==> config.mk <==
export PLATFORM = sky130hd
export DESIGN_NAME = memory_access
export DESIGN_NICKNAME = d
export VERILOG_FILES = /design/src/rtl/memory_access_pkg.sv /design/src/rtl/load_store_align.sv /design/src/rtl/memory_access.sv
export SDC_FILE = /design/constraint.sdc
export NUM_CORES = 1
export LEC_CHECK = 0
export CAP_MARGIN = 15
export CORE_MARGIN = 3
export CORE_UTILIZATION = 42
export DETAILED_ROUTE_END_ITERATION = 10
export PLACE_DENSITY = 0.85
export SLEW_MARGIN = 20
export SYNTH_ARGS = -nofsm -noshare
export SYNTH_HDL_FRONTEND = slang
export SYNTH_SLANG_ARGS = --single-unit
==> constraint.sdc <==
create_clock -name clk -period 2.8 [get_ports clk]
set_input_delay 0.28 -clock clk [delete_from_list [all_inputs] [get_ports clk]]
set_output_delay 0.28 -clock clk [all_outputs]
set_load 0.01 [all_outputs]
==> src/rtl/memory_access_pkg.sv <==
// memory_access_pkg: shared opcode, funct3, fault and state definitions for the memory-access stage
package memory_access_pkg;
  localparam logic [6:0] OP_LOAD  = 7'b0000011;
  localparam logic [6:0] OP_STORE = 7'b0100011;
  localparam logic [2:0] F3_B  = 3'b000;
  localparam logic [2:0] F3_H  = 3'b001;
  localparam logic [2:0] F3_W  = 3'b010;
  localparam logic [2:0] F3_BU = 3'b100;
  localparam logic [2:0] F3_HU = 3'b101;
  typedef enum logic [1:0] {FAULT_NONE = 2'b00, FAULT_MISALIGN = 2'b01, FAULT_BUS = 2'b10} mem_fault_e;
  typedef enum logic [1:0] {S_IDLE, S_REQ, S_WAIT, S_DONE} state_e;
  // Unsupported funct3 is reported in the same class as a misaligned access.
  function automatic logic mem_bad(input logic [6:0] op, input logic [2:0] f3, input logic [1:0] off);
    return (op == OP_STORE ? (f3[2] || f3[1:0] == 2'b11) : (f3 == 3'b011 || f3[2:1] == 2'b11))
        || (f3[1:0] == 2'b01 && off[0]) || (f3[1:0] == 2'b10 && off != 2'b00);
  endfunction
endpackage

==> src/rtl/load_store_align.sv <==
// load_store_align: combinational store lane placement and load byte/halfword extraction with extension
// Ports: off_i byte offset, funct3_i size/sign, store_data_i rs2, load_word_i read word,
//        wstrb_o/wdata_o store lanes, load_data_o aligned and extended load value.
module load_store_align
  import memory_access_pkg::*;
(
  input  logic [1:0]  off_i,
  input  logic [2:0]  funct3_i,
  input  logic [31:0] store_data_i,
  input  logic [31:0] load_word_i,
  output logic [3:0]  wstrb_o,
  output logic [31:0] wdata_o,
  output logic [31:0] load_data_o
);
  logic [31:0] shifted;
  logic [7:0]  b;
  logic [15:0] h;
  always_comb begin
    wstrb_o = funct3_i[1:0] == 2'b00 ? 4'b0001 << off_i : funct3_i[1:0] == 2'b01 ? 4'b0011 << off_i : 4'b1111;
    wdata_o = funct3_i[1:0] == 2'b00 ? {4{store_data_i[7:0]}} : funct3_i[1:0] == 2'b01 ? {2{store_data_i[15:0]}} : store_data_i;
    shifted = load_word_i >> {off_i, 3'b000};
    b = shifted[7:0];
    h = shifted[15:0];
    load_data_o = funct3_i == F3_B  ? {{24{b[7]}}, b} :
                  funct3_i == F3_H  ? {{16{h[15]}}, h} :
                  funct3_i == F3_BU ? {24'b0, b} :
                  funct3_i == F3_HU ? {16'b0, h} : load_word_i;
  end
endmodule

==> src/rtl/memory_access.sv <==
// memory_access: pipeline stage performing one data-memory transaction per load/store ahead of write-back
// Ports: in_* execute-stage instruction (valid/ready), mem_req_* request channel (valid/ready),
//        mem_resp_* response channel (valid only), out_* registered result to write-back (valid/ready).
module memory_access
  import memory_access_pkg::*;
#(
  parameter int XLEN         = 32,
  parameter int RESP_TIMEOUT = 64
) (
  input  logic            clk,
  input  logic            reset,
  input  logic            in_valid,
  output logic            in_ready,
  input  logic [6:0]      in_opcode,
  input  logic [2:0]      in_funct3,
  input  logic [XLEN-1:0] in_alu_result,
  input  logic [XLEN-1:0] in_store_data,
  input  logic [4:0]      in_dest_reg,
  output logic            mem_req_valid,
  input  logic            mem_req_ready,
  output logic [XLEN-1:0] mem_req_addr,
  output logic            mem_req_we,
  output logic [3:0]      mem_req_wstrb,
  output logic [XLEN-1:0] mem_req_wdata,
  input  logic            mem_resp_valid,
  input  logic [XLEN-1:0] mem_resp_rdata,
  output logic            out_valid,
  input  logic            out_ready,
  output logic [6:0]      out_opcode,
  output logic [XLEN-1:0] out_alu_result,
  output logic [XLEN-1:0] out_loaded_data,
  output logic [4:0]      out_dest_reg,
  output logic [1:0]      out_fault
);
  localparam int CW = $clog2(RESP_TIMEOUT);
  localparam logic [CW-1:0] CNT_MAX = CW'(RESP_TIMEOUT - 1);
  state_e          state_q, state_d;
  mem_fault_e      fault_q, fault_d;
  logic [6:0]      opcode_q, opcode_d;
  logic [2:0]      f3_q, f3_d;
  logic [XLEN-1:0] alu_q, alu_d, sd_q, sd_d, ldata_q, ldata_d;
  logic [4:0]      rd_q, rd_d;
  logic [CW-1:0]   cnt_q, cnt_d;
  logic [3:0]      wstrb;
  logic [XLEN-1:0] wdata, ld_aligned;
  logic            mem_op, bad;
  load_store_align u_align (
    .off_i(alu_q[1:0]),
    .funct3_i(f3_q),
    .store_data_i(sd_q),
    .load_word_i(mem_resp_rdata),
    .wstrb_o(wstrb),
    .wdata_o(wdata),
    .load_data_o(ld_aligned)
  );
  assign in_ready        = state_q == S_IDLE || (state_q == S_DONE && out_ready);
  assign mem_req_valid   = state_q == S_REQ;
  assign mem_req_we      = mem_req_valid && opcode_q == OP_STORE;
  assign mem_req_addr    = mem_req_valid ? {alu_q[XLEN-1:2], 2'b00} : '0;
  assign mem_req_wstrb   = mem_req_we ? wstrb : '0;
  assign mem_req_wdata   = mem_req_we ? wdata : '0;
  assign out_valid       = state_q == S_DONE;
  assign out_opcode      = opcode_q;
  assign out_alu_result  = alu_q;
  assign out_loaded_data = ldata_q;
  assign out_dest_reg    = fault_q == FAULT_NONE ? rd_q : 5'd0;
  assign out_fault       = fault_q;
  assign mem_op          = in_opcode == OP_LOAD || in_opcode == OP_STORE;
  assign bad             = mem_bad(in_opcode, in_funct3, in_alu_result[1:0]);
  always_comb begin
    state_d  = state_q;
    fault_d  = fault_q;
    opcode_d = opcode_q;
    f3_d     = f3_q;
    alu_d    = alu_q;
    sd_d     = sd_q;
    rd_d     = rd_q;
    ldata_d  = ldata_q;
    cnt_d    = cnt_q;
    if (in_valid && in_ready) begin
      opcode_d = in_opcode;
      f3_d     = in_funct3;
      alu_d    = in_alu_result;
      sd_d     = in_store_data;
      rd_d     = in_dest_reg;
      ldata_d  = '0;
      cnt_d    = '0;
      fault_d  = FAULT_NONE;
      state_d  = S_DONE;
      if (mem_op && bad) fault_d = FAULT_MISALIGN;
      else if (mem_op) state_d = S_REQ;
    end else begin
      case (state_q)
        S_REQ:
          if (mem_req_ready) begin
            state_d = S_WAIT;
            cnt_d   = '0;
          end else if (cnt_q == CNT_MAX) begin
            state_d = S_DONE;
            fault_d = FAULT_BUS;
          end else cnt_d = cnt_q + 1'b1;
        S_WAIT:
          if (mem_resp_valid) begin
            state_d = S_DONE;
            ldata_d = opcode_q == OP_LOAD ? ld_aligned : '0;
          end else if (cnt_q == CNT_MAX) begin
            state_d = S_DONE;
            fault_d = FAULT_BUS;
          end else cnt_d = cnt_q + 1'b1;
        S_DONE: if (out_ready) state_d = S_IDLE;
        default: ;
      endcase
    end
  end
  always_ff @(posedge clk) begin
    if (reset) begin
      state_q  <= S_IDLE;
      fault_q  <= FAULT_NONE;
      opcode_q <= '0;
      f3_q     <= '0;
      alu_q    <= '0;
      sd_q     <= '0;
      rd_q     <= '0;
      ldata_q  <= '0;
      cnt_q    <= '0;
    end else begin
      state_q  <= state_d;
      fault_q  <= fault_d;
      opcode_q <= opcode_d;
      f3_q     <= f3_d;
      alu_q    <= alu_d;
      sd_q     <= sd_d;
      rd_q     <= rd_d;
      ldata_q  <= ldata_d;
      cnt_q    <= cnt_d;
    end
  end
endmodule

==> metrics.md <==
| Metric | Value |
|---|---|
| Outcome | finished, final reports clean |
| Total number of vias | 6603 |
| Nets | 1132 |
| Die Width | 125 um |
| R2R Path End | out_loaded_data[21]$_SDFFE_PP0P_ |
| Cells along the critical path | or4b_4 > nor2_4 > nand3_4 > clkbuf_16 > a31oi_1 > dlygate4sd2_1 |
| DP HPWL | 14.8 mm |
| CP arrival | 2.28 ns |
| Xor/xnor share of the synthesized area | 0% |
| Final Hold Fails | 0 |
| Largest net degree at the start of global routing | 47 |
| Dpl ws | 0.258 ns |
| Vias in the first global route | 6471 |
| Layout cells sized above 1 | 7.82% |
| Multiplexer area fraction after synthesis | 4.24% |
| GRT overflow | 0 |
| Distinct cell type count after synthesis | 53 |
| CP Capture Type | output port |
| Synth Area in Simple Gates | 24.6% |
| Sequential element share of the synthesized area | 40.6% |
| Crit-path max FO | 15 |
| Worst-path clk slew | 0.06 ns |
| Htree depth | 4 |
| Commonest register cell after synthesis | dfxtp_1 |
| Slew Limit Fails | 0 |
| Minimum clock period after layout | 2.56 ns |
| Std-Cell Rows | 42 |
| Reg2reg start | out_opcode[2]$_SDFFE_PP0P_ |
| Worst setup endpoint | mem_req_wstrb[3] |
| Initial antenna violation count | 0 |
| CTS sink count | 121 |
| Fmax | 391 MHz |
| Clock Skew | 0.00681 ns |
| Fin crit share | 91.3% |
| First-pass GRT wire length | 33.4 mm |
| Hold Crit Class | in -> reg |
| Die area | 0.0157 sq mm |
| Maximum vdd ir drop | 410 uV |
| Max-Cap Viols | 0 |
| CP max-delay cell | or4b_4 |
| Residual DRC | 0 |
| Pre-antenna DRT Iters | 5 |
| Setup TNS Final | 0 ns |
| Largest family of logic cells by synthesized area | simple AND/OR/NAND/NOR gates |
| Fin cells | 1199 |
| Post-Syn Area | 0.00596 sq mm |
| TritonCTS clock tree | built |
| Hold_sp | in_dest_reg[3] |
| Antenna diode count | 0 |
| YS warnings | 0 |
| CP startpoint kind | flip-flop |
| Final WS setup | 0.242 ns |
| # setup viols final | 0 |
| Root Driver | clkbuf_16 |
| Detailed Route Iter0 Violations | 597 |
| Post-synth EDFFs | 0 |
| Vias per cell | 5.51 |
| Adder-Cell Fraction of Synth Area | 1.05% |
| Total track usage | 26.1% |
| Leak | 4.08 nW |
| IO Port Bufs | 264 |
| Cells after Synth | 761 |
| Pin slew with the least headroom to its limit | 0.874 ns |
| Avg Inst Size Synth | 7.83 sq um |
| CP max stage delay | 0.58 ns |
| Drt wl/cell | 18.1 um |
| #FFs+latches synth | 121 |
| Die Ht | 125 um |
| RePlAce Congestion | 0.880 |
| FFs w/ async S/R, synth | 0% |
| Cts bufs inserted | 17 |
| Compound-gate portion of the synthesized area | 24.5% |
| Clk_lat worst skew | 0.42 ns |
| Setup crit start | out_opcode[2]$_SDFFE_PP0P_ |
| Io pins | 267 |
| Post-route ant nets | 0 |
| FF-to-FF setup slack | 0.57 ns |
| Reg2Reg Depth | 5 |
| Total Wirelength | 21.6 mm |
| Post-Place Cells | 1163 |
| Area grow syn2layout | 60.6% |
| RSZ-0062 raised after global routing | no |
| Top cells by area, synth | dfxtp_1 (41%), nand2_1 (12%), a21oi_1 (9.6%), and2_1 (4.7%), mux2i_1 (3.9%) |
| Worst relative slew slack | 41.7% |
| Critical path class | reg -> out |
| Core Box Area | 0.0136 sq mm |
| Yosys top cell area share | 40.6% |
| Power Density | 543 mW/mm^2 |
| Area leader, netlist | dfxtp_1 |
| Pwr Total | 5.20 mW |
| CP required | 2.52 ns |
| CTS Buffer Depth | 2 |
| Initial core utilization | 44.0% |
==> flip-flops by register name, summed over array words and instances, names as in the netlist <==
register         flops
f3_q                 3
out_alu_result      32
out_opcode           7
cnt_q                6
rd_q                 5
sd_q                32
state_q              2
out_loaded_data     32
out_fault            2
==> area by class of cell <==
class	instances	area, sq um
well taps	176	220
multi-input cells	571	3300
repair buffers	287	2950
flip-flops and latches	121	2420
fillers	1058	3980
clock buffers	23	458
repair inverters	1	7.51
inverters	11	48.8
clock inverters	9	170
==> synthesized netlist by cell type, types with 2 or more instances <==
library cell and instances:
ha_1 5, a2bb2oi_1 5, nor2b_1 6, nand3_1 8
nand3b_1 2, a21oi_1 114, and2_1 45, mux2i_1 23
a22oi_1 16, nand2b_1 13, buf_1 3, nor2_1 36
dfxtp_1 121, clkinv_1 3, o31ai_1 2, a31oi_1 3
o21ai_0 20, a211o_1 2, a22o_1 10, nor4_1 2
and3_1 2, o211ai_1 5, a221oi_1 10, nor3_1 2
a211oi_1 6, inv_1 8, o2bb2ai_2 9, buf_4 2
nand2_1 193, o221ai_1 5, o2bb2ai_1 6, or3b_2 2
clkbuf_1 52
==> per-layer routing <==
metal / global-route usage, % / up-vias / wire length [um]
met5: 0 / - / 0
met4: 7.91 / 0 / 365
met3: 7.59 / 39 / 1900
met2: 45.4 / 328 / 11000
met1: 31.3 / 3097 / 8350
li1: - / 3139 / -
==> kinds of logic (layout without fill, tap and decap cells) <==
group                      Yosys count  count (layout)
muxes                               24              24
adders and majority gates            5               5
AOI/OAI and AO/OA                  220             220
buffers and inverters               70             331
DFF                                121             121
and+or+nand+nor                    320             320
other                                1               2
==> cell usage in the layout (no fill, tap or decap), types with 3 or more instances in the layout <==
cell type / n
clkdlybuf4s50_1: 226
nand2_1: 193
dfxtp_1: 119
a21oi_1: 114
and2_1: 45
dlymetal6s2s_1: 36
nor2_1: 34
mux2i_1: 23
o21ai_0: 20
buf_4: 20
clkbuf_16: 19
a22oi_1: 16
nand2b_1: 13
a221oi_1: 10
a22o_1: 10
o2bb2ai_2: 9
inv_1: 7
nand3_1: 7
nor2b_1: 6
o2bb2ai_1: 6
o211ai_1: 5
a2bb2oi_1: 5
o221ai_1: 5
ha_1: 5
clkbuf_1: 5
bufinv_16: 5
a211oi_1: 4
clkinv_2: 4
clkinvlp_4: 3
a31oi_1: 3
==> timing repair <==
action	in CTS	in global routing
resized for setup	3	45
buffers inserted	0	1
cloned	0	3
hold buffers	0	0
setup endpoints to repair	16	36
==> worst max-delay path: cells and delay by family, from the launching register on <==
family	cells	cell delay [ns]
simple gates	3	0.85
buf+inv	2	0.52
compound gates	1	0.17
flops	1	0.32
==> metrics by stage <==
stage | util, % | hold WS, ns | cell area (sq um)
detailed placement | 64.5 | 0.442 | 8750
floorplan | - | 0.390 | 5970
finish | 70.6 | 0.410 | 9570
CTS | 69.2 | 0.399 | 9380
global placement | 64.5 | 0.439 | 8750
global route | 70.6 | 0.396 | 9570
==> worst min-delay path by stage <==
stage               cells past startpoint                    end  slack (ns)
floorplan                               1  cnt_q[1]$_SDFFE_PP0P_        0.39
global placement                        2   rd_q[1]$_SDFFE_PP0P_        0.44
detailed placement                      2   rd_q[2]$_SDFFE_PP0P_        0.44
CTS                                     3   rd_q[3]$_SDFFE_PP0P_        0.40
global route                            3   rd_q[3]$_SDFFE_PP0P_        0.40
finish                                  3   rd_q[3]$_SDFFE_PP0P_        0.41
==> power breakdown <==
| part | internal (mW) | switching [mW] | total [mW] |
|---|---|---|---|
| Sequential | 1.81 | 0.0770 | 1.89 |
| Clock | 1.60 | 0.770 | 2.37 |
| Combinational | 0.437 | 0.503 | 0.941 |
Note: power is estimated with default switching activity, not from simulation.
